### src/rtl/lcd_scan_gen.sv
// lcd_scan_gen: LCD frame-buffer scan-out with SCALE upscaling and video timing; LCD_GRID_EN overlays a dot-matrix grid
module lcd_scan_gen #(
  parameter int H_LCD    = 32,
  parameter int V_LCD    = 32,
  parameter int PIX_BITS = 1,
  parameter int SCALE    = 8,
  parameter int CE_DIV   = 4,
  parameter int H_FP     = 16,
  parameter int H_SW     = 32,
  parameter int H_BP     = 48,
  parameter int V_FP     = 8,
  parameter int V_SW     = 4,
  parameter int V_BP     = 20
) (
  input  logic                             clk,
  input  logic                             reset_n,
  input  logic                             lcd_on,
  output logic                             fb_rd,
  output logic [$clog2(H_LCD*V_LCD)-1:0]   fb_addr,
  input  logic [PIX_BITS-1:0]              fb_data,
  output logic                             ce_pix,
  output logic                             hsync,
  output logic                             vsync,
  output logic                             hblank,
  output logic                             vblank,
  output logic [7:0]                       grey,
  output logic                             frame_start
);
  localparam int HA = H_LCD * SCALE;
  localparam int VA = V_LCD * SCALE;
  localparam int HT = HA + H_FP + H_SW + H_BP;
  localparam int VT = VA + V_FP + V_SW + V_BP;
  localparam int AW = $clog2(H_LCD * V_LCD);
  localparam int HW = $clog2(HT);
  localparam int VW = $clog2(VT);
  localparam int SW = $clog2(SCALE);
  localparam int XW = $clog2(H_LCD);
  localparam int DW = $clog2(CE_DIV);
  localparam logic [HW-1:0] H_END = HW'(HT - 1);
  localparam logic [HW-1:0] H_ACT = HW'(HA);
  localparam logic [HW-1:0] HS0   = HW'(HA + H_FP);
  localparam logic [HW-1:0] HS1   = HW'(HA + H_FP + H_SW);
  localparam logic [VW-1:0] V_END = VW'(VT - 1);
  localparam logic [VW-1:0] V_ACT = VW'(VA);
  localparam logic [VW-1:0] VS0   = VW'(VA + V_FP);
  localparam logic [VW-1:0] VS1   = VW'(VA + V_FP + V_SW);
  localparam logic [SW-1:0] S_END = SW'(SCALE - 1);
  localparam logic [XW-1:0] X_END = XW'(H_LCD - 1);
  localparam logic [AW-1:0] R_END = AW'((V_LCD - 1) * H_LCD);
  localparam logic [AW-1:0] R_STEP = AW'(H_LCD);
  localparam logic [DW-1:0] D_END = DW'(CE_DIV - 1);
  localparam logic [DW-1:0] D_ONE = DW'(1);

  logic [DW-1:0]       div_q, div_d;
  logic [HW-1:0]       hcnt_q, hcnt_d;
  logic [VW-1:0]       vcnt_q, vcnt_d;
  logic [SW-1:0]       hsub_q, hsub_d, vsub_q, vsub_d;
  logic [XW-1:0]       lx_q, lx_d;
  logic [AW-1:0]       row_q, row_d;
  logic [PIX_BITS-1:0] pix_q, pix_d;
  logic                lcd_q, lcd_d;
  logic                ce_pix_q, ce_pix_d, hsync_q, hsync_d, vsync_q, vsync_d;
  logic                hblank_q, hblank_d, vblank_q, vblank_d, frame_start_q, frame_start_d;
  logic [7:0]          grey_q, grey_d, rep;
  logic                adv, line_end, frame_end, h_act, v_act, act, grid;

  for (genvar i = 0; i < 8; i++) begin : g_rep
    assign rep[7-i] = pix_q[PIX_BITS-1-(i%PIX_BITS)];
  end

  always_comb begin
    adv       = div_q == D_END;
    line_end  = hcnt_q == H_END;
    frame_end = line_end && vcnt_q == V_END;
    h_act     = hcnt_q < H_ACT;
    v_act     = vcnt_q < V_ACT;
    act       = h_act && v_act;
`ifdef LCD_GRID_EN
    grid      = hsub_q == S_END || vsub_q == S_END;
`else
    grid      = 1'b0;
`endif
    div_d  = adv ? '0 : div_q + 1'b1;
    hcnt_d = !adv ? hcnt_q : line_end ? '0 : hcnt_q + 1'b1;
    hsub_d = !(adv && h_act) ? hsub_q : hsub_q == S_END ? '0 : hsub_q + 1'b1;
    lx_d   = !(adv && h_act && hsub_q == S_END) ? lx_q : lx_q == X_END ? '0 : lx_q + 1'b1;
    vcnt_d = !(adv && line_end) ? vcnt_q : frame_end ? '0 : vcnt_q + 1'b1;
    vsub_d = !(adv && line_end && v_act) ? vsub_q : vsub_q == S_END ? '0 : vsub_q + 1'b1;
    // row base steps by one LCD row whenever the vertical sub-counter wraps
    row_d  = !(adv && line_end && v_act && vsub_q == S_END) ? row_q :
             row_q == R_END ? '0 : row_q + R_STEP;
    pix_d  = div_q == D_ONE ? fb_data : pix_q;
    lcd_d  = adv && frame_end ? lcd_on : lcd_q;
    ce_pix_d      = adv;
    frame_start_d = adv && hcnt_q == '0 && vcnt_q == '0;
    hsync_d  = adv ? hcnt_q >= HS0 && hcnt_q < HS1 : hsync_q;
    vsync_d  = adv ? vcnt_q >= VS0 && vcnt_q < VS1 : vsync_q;
    hblank_d = adv ? !h_act : hblank_q;
    vblank_d = adv ? !v_act : vblank_q;
    grey_d   = !adv ? grey_q : !act ? 8'h00 : !lcd_q ? 8'hFF : grid ? 8'hC0 : ~rep;
  end

  always_ff @(posedge clk or negedge reset_n) begin
    if (!reset_n) begin
      div_q         <= '0;
      hcnt_q        <= '0;
      vcnt_q        <= '0;
      hsub_q        <= '0;
      vsub_q        <= '0;
      lx_q          <= '0;
      row_q         <= '0;
      pix_q         <= '0;
      lcd_q         <= 1'b0;
      ce_pix_q      <= 1'b0;
      frame_start_q <= 1'b0;
      hsync_q       <= 1'b0;
      vsync_q       <= 1'b0;
      hblank_q      <= 1'b1;
      vblank_q      <= 1'b1;
      grey_q        <= 8'h00;
    end else begin
      div_q         <= div_d;
      hcnt_q        <= hcnt_d;
      vcnt_q        <= vcnt_d;
      hsub_q        <= hsub_d;
      vsub_q        <= vsub_d;
      lx_q          <= lx_d;
      row_q         <= row_d;
      pix_q         <= pix_d;
      lcd_q         <= lcd_d;
      ce_pix_q      <= ce_pix_d;
      frame_start_q <= frame_start_d;
      hsync_q       <= hsync_d;
      vsync_q       <= vsync_d;
      hblank_q      <= hblank_d;
      vblank_q      <= vblank_d;
      grey_q        <= grey_d;
    end
  end

  // the read strobe is combinational so the first slot after release fetches, but never during reset
  assign fb_rd       = reset_n && div_q == '0 && act;
  assign fb_addr     = row_q + AW'(lx_q);
  assign ce_pix      = ce_pix_q;
  assign hsync       = hsync_q;
  assign vsync       = vsync_q;
  assign hblank      = hblank_q;
  assign vblank      = vblank_q;
  assign grey        = grey_q;
  assign frame_start = frame_start_q;
endmodule

### config.mk
export PLATFORM = sky130hd
export DESIGN_NAME = lcd_scan_gen
export DESIGN_NICKNAME = d
export VERILOG_FILES = /design/src/rtl/lcd_scan_gen.sv
export SDC_FILE = /design/constraint.sdc
export NUM_CORES = 1
export LEC_CHECK = 0
export BUFFER_PORTS_ARGS = -buffer_cell sky130_fd_sc_hd__buf_2
export CORE_ASPECT_RATIO = 0.8
export CORE_MARGIN = 2
export CORE_UTILIZATION = 40
export CTS_BUF_LIST = sky130_fd_sc_hd__clkbuf_16
export CTS_CLUSTER_SIZE = 28
export DETAILED_ROUTE_END_ITERATION = 7
export PLACE_DENSITY = 0.67
export SLEW_MARGIN = 0
export SYNTH_ARGS = -nofsm -noshare
export SYNTH_HDL_FRONTEND = slang
export SYNTH_SLANG_ARGS = --single-unit
export TNS_END_PERCENT = 10
### constraint.sdc
create_clock -name clk -period 2.8 [get_ports clk]
set_input_delay 0 -clock clk [delete_from_list [all_inputs] [get_ports clk]]
set_output_delay 0 -clock clk [all_outputs]
set_load 0.01 [all_outputs]
# [Word-level counts from Yosys, hierarchy flattened]
# Index checks and enable logic that the tools add are counted.
[word_totals] mem_count=0 latch_bits=0 rom_bits=0 wordCells=67 ram_bits=0 reg_bits=57
[op_classes] n_bitwise=1 eq_ne=8 addsub=8 muxes=9 n_mul=0 n_reduce_logical=19 magnitude_cmp=6 shift=0 n_div=0
[op_table] cell="less-than comparator 9 bit, second input constant" count=4
[op_table] cell="adder 9 x 1 -> 9 bit, second input constant" count=2
[op_table] cell="== test 9 bit, second input constant" count=2
[op_table] cell="greater-or-equal comparator 9 bit, second input constant" count=2
[op_table] cell="logical NOT 9 bit" count=2
[op_table] cell="two-way mux 9 bit" count=2
[op_table] cell="two-way mux 8 bit" count=2
[op_table] cell="logical AND 1 bit" count=14
[op_table] cell="adder 10 x 5 -> 10 bit" count=1
[op_table] cell="adder 10 x 6 -> 10 bit, second input constant" count=1
[op_table] cell="== test 10 bit, second input constant" count=1
[op_table] cell="two-way mux 10 bit" count=1
[op_table] cell="inverter 8 bit" count=1
[op_table] cell="adder 3 x 1 -> 3 bit, second input constant" count=2
[op_table] cell="== test 3 bit, second input constant" count=2
[op_table] cell="two-way mux 3 bit" count=2
[op_table] cell="adder 5 x 1 -> 5 bit, second input constant" count=1
[op_table] cell="== test 5 bit, second input constant" count=1
[op_table] cell="two-way mux 5 bit" count=1
[op_table] cell="adder 2 x 1 -> 2 bit, second input constant" count=1
[op_table] cell="== test 2 x 1 -> 1 bit, second input constant" count=1
[op_table] cell="== test 2 bit, second input constant" count=1
[op_table] cell="logical NOT 1 bit" count=2
[op_table] cell="logical NOT 2 bit" count=1
[op_table] cell="two-way mux 2 bit" count=1

# [Longest topological paths before layout]
[logic_depth] ltp_word=4 ltp_mapped=7

# [Worst setup path after synthesis]
# OpenSTA, ideal clock, no wires.
[synth_timing] path_kind="reg-to-reg" from="reg hcnt_q[0]" to="reg lcd_q" path_slack_ns=0.744 required_ns=2.675 synth_period_minus_slack_ns=2.056 setup_ns=0.125 path_stages_with_launch=7 arrival_time_ns=1.931 path_buffers=1 path_cell_list="dfrtp_1 ha_1 nand2_1 nor4_1 and3_1 clkbuf_1 mux2_2"
[synth_between] elab_chain_len=3
[synth_lines] item="start, declared" line_no="55" rtl="logic [HW-1:0] hcnt_q, hcnt_d;"
[synth_lines] item="start signal, assigned" line_no="123" rtl="hcnt_q <= hcnt_d;"
[synth_lines] item="== test 9 bit" line_no="73" rtl="line_end = hcnt_q == H_END;"
[synth_lines] item="logical AND 1 bit" line_no="74" rtl="frame_end = line_end && vcnt_q == V_END;"
[synth_lines] item="logical AND 1 bit" line_no="93" rtl="lcd_d = adv && frame_end ? lcd_on : lcd_q;"
[synth_lines] item="end signal, assigned" line_no="130" rtl="lcd_q <= lcd_d;"
[synth_lines] item="end, declared" line_no="61" rtl="logic lcd_q, lcd_d;"
# Every way passes these cells.
# A chain may end at the register's enable or synchronous reset.

# [Final worst setup path]
[layout_timing] from="reg div_q[0]" to="reg row_q[9]"
[layout_between] elab_chain_len=4
[layout_lines] item="start, declared" line_no="54" rtl="logic [DW-1:0] div_q, div_d;"
[layout_lines] item="start signal, assigned" line_no="122" rtl="div_q <= div_d;"
[layout_lines] item="== test 2 bit" line_no="72" rtl="adv = div_q == D_END;"
[layout_lines] item="via adv" line_no="65" rtl="logic adv, line_end, frame_end, h_act, v_act, act, grid;"
[layout_lines] item="logical AND 1 bit (3 in series)" line_no="90" rtl="row_d = !(adv && line_end && v_act && vsub_q == S_END) ? row_q :"
[layout_lines] item="end signal, assigned" line_no="128" rtl="row_q <= row_d;"
[layout_lines] item="end, declared" line_no="59" rtl="logic [AW-1:0] row_q, row_d;"
# The timed path passes the listed nets, and every way through them passes these cells.

==> Implementation_results.wiki <==
{| class="wikitable"
! Metric !! Value
|-
| Effective utilization at floorplan || 0.4227
|-
| Crit path depth || 5
|-
| Clock skew || about 0.0058 ns
|-
| Remaining DRCs || 0
|-
| Logic depth of the worst register-to-register path || 5
|-
| Sequential share of the synthesized area || 0.4806
|-
| Syn_nets || 235
|-
| Width of the die || roughly 90 um
|-
| Arrival time worst endpoint || 2.27 ns
|-
| Max Buffers Root-to-Sink || 2
|-
| CTS buffer count || 5
|-
| Peak VDD IR || between 0.2 and 0.3 mV
|-
| Crit path max-delay family || simple AND/OR/NAND/NOR gates
|-
| WP buf/inv || 0
|-
| Placed cell count || roughly 300
|-
| Pins over their slew limit || 0
|-
| GR Util met1 || 0.1981
|-
| Core box area || 0.005555 mm^2
|-
| Status || complete, no violations
|-
| Yosys synthesis warning count || 0
|-
| Most common cell in the netlist || sky130_fd_sc_hd__dfrtp_1
|-
| Post-synthesis to final-layout area growth || 14.33%
|-
| Top-area cell type share of the netlist area || 0.4582
|-
| Worst hold path class || primary input to async pin
|-
| Post-Syn Area || 0.002349 mm^2
|-
| Critical path fanouts, max || 8
|-
| Area contributors post-synth || sky130_fd_sc_hd__dfrtp_1 (46%), sky130_fd_sc_hd__ha_1 (7.5%), sky130_fd_sc_hd__mux2_2 (6.2%), sky130_fd_sc_hd__xnor2_1 (4.5%), sky130_fd_sc_hd__buf_4 (2.9%)
|-
| Avg WL per Cell || 12.84 um
|-
| Post-Place Worst Slack || ~0.7 ns
|-
| Violation count after the first detailed-routing iteration || 71
|-
| Ports || 29
|-
| Maximum level of the CTS H-tree || 2
|-
| Final estimated routing congestion in global placement || 0.8171
|-
| Global route overflow || 0
|-
| Critical path type || register to register
|-
| Maximum number of pins on one net before global-route repair || 28
|-
| Layout cells sized above 1 || 0.2553
|-
| Number of buffer cells added on primary ports || 28
|-
| Total routing resource utilization after global routing || 0.1399
|-
| Library cell used as clock root buffer || sky130_fd_sc_hd__clkbuf_16
|-
| Worst r2r src || div_q[0]
|-
| Leak Pwr || ~1.2 nW
|-
| Reported max-cap violation count || 0
|-
| Detail-routed via count per cell || 5.013
|-
| Count of standard-cell rows || 24
|-
| Final Instance Count excl. Fillers || 313
|-
| Net count, final || 252
|-
| Largest area contributor in the synthesized netlist || sky130_fd_sc_hd__dfrtp_1
|-
| Most congested layer reported by global routing || met2
|-
| Required time of the worst setup path || 2.96 ns
|-
| Sum Neg Setup Slack || 0 ns
|-
| Synthesized area per cell || 10.82 um^2
|-
| Full die area || 0.006504 mm^2
|-
| Register clock-pin slew on the reported worst setup and hold paths || 0.06 ns
|-
| # diodes || 0
|-
| Transition time of the tightest slew-check pin || around 0.6 ns
|-
| Worst slew slack as a fraction of its limit || 0.5994
|-
| Global-route wire length before repair || 7003 um
|-
| Hold Vio Cnt, Final || 0
|-
| GR met2 Demand/Resource || 0.2132
|-
| Number of antenna violations at the first check in global routing || 0
|-
| Vias in the first global route || 1,542
|-
| Final WS setup || 0.6888 ns
|-
| Total vias in the final route || approximately 1,600
|-
| Die height || 72.54 um
|-
| Register bit count reported by yosys || 45
|-
| Shortest clock period the worst path allows after layout || 2.111 ns
|-
| Achievable frequency || 473.7 MHz
|-
| Unrepaired setup endpoints after global routing || no
|-
| Post-DRT Antenna Nets || 0
|-
| Primary FF master, synth || sky130_fd_sc_hd__dfrtp_1
|-
| Total Routed Length || 4018 um
|-
| Power density over cell area || 527.1 mW/mm^2
|-
| Worst Setup SP || div_q[0]
|-
| Type of element capturing the critical path || register
|-
| Maximum single-stage delay on the critical path || approximately 0.65 ns
|-
| Final setup violation count || 0
|-
| TritonCTS clock tree || built
|-
| Library cells used by synthesis || 41
|-
| TritonRoute pass-1 iters || 4
|-
| Period utilisation layout || 0.7540
|-
| Number of instances in the synthesized netlist || between 200 and 250
|-
| Top cells by count, synth || sky130_fd_sc_hd__dfrtp_1 (43), sky130_fd_sc_hd__nor2_1 (17), sky130_fd_sc_hd__ha_1 (14), sky130_fd_sc_hd__mux2_2 (13), sky130_fd_sc_hd__o21ai_0 (13)
|-
| Count of filler cells inserted in the layout || 506
|-
| Proportion of register bits with asynchronous set or reset after synthesis || 1.000
|-
| Master of the slowest instance on the critical path || sky130_fd_sc_hd__or4_4
|-
| Sink Count || 45
|-
| Post-synth EDFFs || 0
|-
| Skew-Pair Late Insertion Delay || 0.28 ns
|-
| HPWL after detailed placement || 2916 um
|-
| GR Util met3 || 0.03754
|-
| Worst path cell trace || ha_1 -> nand3_1 -> or4_4 -> o31ai_4 -> o41ai_2
|-
| Type of origin of the critical path || register
|}
-- power breakdown --
part / internal [mW] / switching, mW
clock: 0.509 / 0.235
sequential: 0.651 / 0.000322
combinational: 0.00559 / 0.0137
-- final cells by class --
class / instances / area (um^2) / area share
flip-flops and latches: 45 / 1129 / 0.4203
multi-input cells: 137 / 1031 / 0.3840
repair buffers: 35 / 200.2 / 0.07456
clock buffers: 5 / 125.1 / 0.04660
well taps: 78 / 97.59 / 0.03635
clock inverters: 3 / 65.06 / 0.02423
inverters: 10 / 37.54 / 0.01398
-- cell families (layout without fill, tap and decap cells) --
| family | Yosys count | count (layout) | share of synthesized area |
|---|---|---|---|
| and+or+nand+nor | 68 | 68 | 0.1636 |
| DFF | 45 | 45 | 0.4806 |
| buffers and inverters | 35 | 53 | 0.08044 |
| AOI/OAI and AO/OA | 24 | 24 | 0.07032 |
| xor gates and xnor gates | 16 | 16 | 0.05967 |
| muxes | 15 | 15 | 0.07086 |
| adders and majority gates | 14 | 14 | 0.07459 |
-- per-layer routing --
| metal | vias to the layer above | wire, um |
|---|---|---|
| li1 | 773 | - |
| met4 | 0 | 21 |
| met5 | - | 0 |
| met1 | 751 | 2041 |
| met2 | 42 | 1736 |
| met3 | 3 | 219 |
-- path summary, 6_finish.rpt --
check / end / slack [ns]
max: row_q[9] / 0.69
min: lx_q[1] / 0.20
max reg2reg: row_q[9] / 0.69
min reg2reg: div_q[0] / 0.50
max in group asynchronous: hblank / 1.84
min in group clk: lcd_q / 0.47
-- repair_timing --
action / in CTS / in global routing
hold endpoints to repair: 20 / 0
gates resized for setup: 0 / 0
hold buffers: 3 / 0
buffers inserted: 0 / 0
endpoints found under the setup margin: 0 / 0
-- per-stage QoR --
step | cell area [um^2] | hold slack [ns] | total power [mW] | utilization
2_1_floorplan | 2349 | -0.2956 | 0.6641 | -
3_3_place_gp | 2465 | -0.01635 | 0.6806 | 0.4437
3_5_place_dp | 2465 | -0.01505 | 0.6810 | 0.4437
4_1_cts | 2685 | 0.2146 | 1.436 | 0.4833
5_1_grt | 2685 | 0.2734 | 1.464 | 0.4833
6_report | 2685 | 0.1951 | 1.415 | 0.4833
-- layout by cell type, fill, tap and decap left out, types with 2 or more instances in the layout --
master and count:
sky130_fd_sc_hd__nand4bb_1 2, sky130_fd_sc_hd__buf_4 4, sky130_fd_sc_hd__nand3_1 6, sky130_fd_sc_hd__dfstp_2 2
sky130_fd_sc_hd__mux2i_1 2, sky130_fd_sc_hd__clkbuf_16 5, sky130_fd_sc_hd__nand4_1 6, sky130_fd_sc_hd__bufinv_16 2
sky130_fd_sc_hd__nor3_1 2, sky130_fd_sc_hd__ha_1 14, sky130_fd_sc_hd__a211oi_1 2, sky130_fd_sc_hd__a31oi_1 2
sky130_fd_sc_hd__nor4_1 6, sky130_fd_sc_hd__inv_1 10, sky130_fd_sc_hd__and3_1 3, sky130_fd_sc_hd__mux2_2 13
sky130_fd_sc_hd__o31ai_1 3, sky130_fd_sc_hd__nor2_1 17, sky130_fd_sc_hd__dlygate4sd3_1 3, sky130_fd_sc_hd__dfrtp_1 43
sky130_fd_sc_hd__xor2_1 4, sky130_fd_sc_hd__nand2b_1 2, sky130_fd_sc_hd__o21ai_0 13, sky130_fd_sc_hd__buf_2 28
sky130_fd_sc_hd__nand2_1 12, sky130_fd_sc_hd__xnor2_1 12, sky130_fd_sc_hd__and4_1 2
-- state kept, by name, indices dropped and copies added (netlist names) --
register,flops
vcnt_q,9
row_q,5
div_q,2
hblank,1
hsync,1
lx_q,5
lcd_q,1
vsync,1
hsub_q,3
grey,1
hcnt_q,9
ce_pix,1
pix_q,1
vblank,1
vsub_q,3
frame_start,1
(Power assumes the default switching activity.)
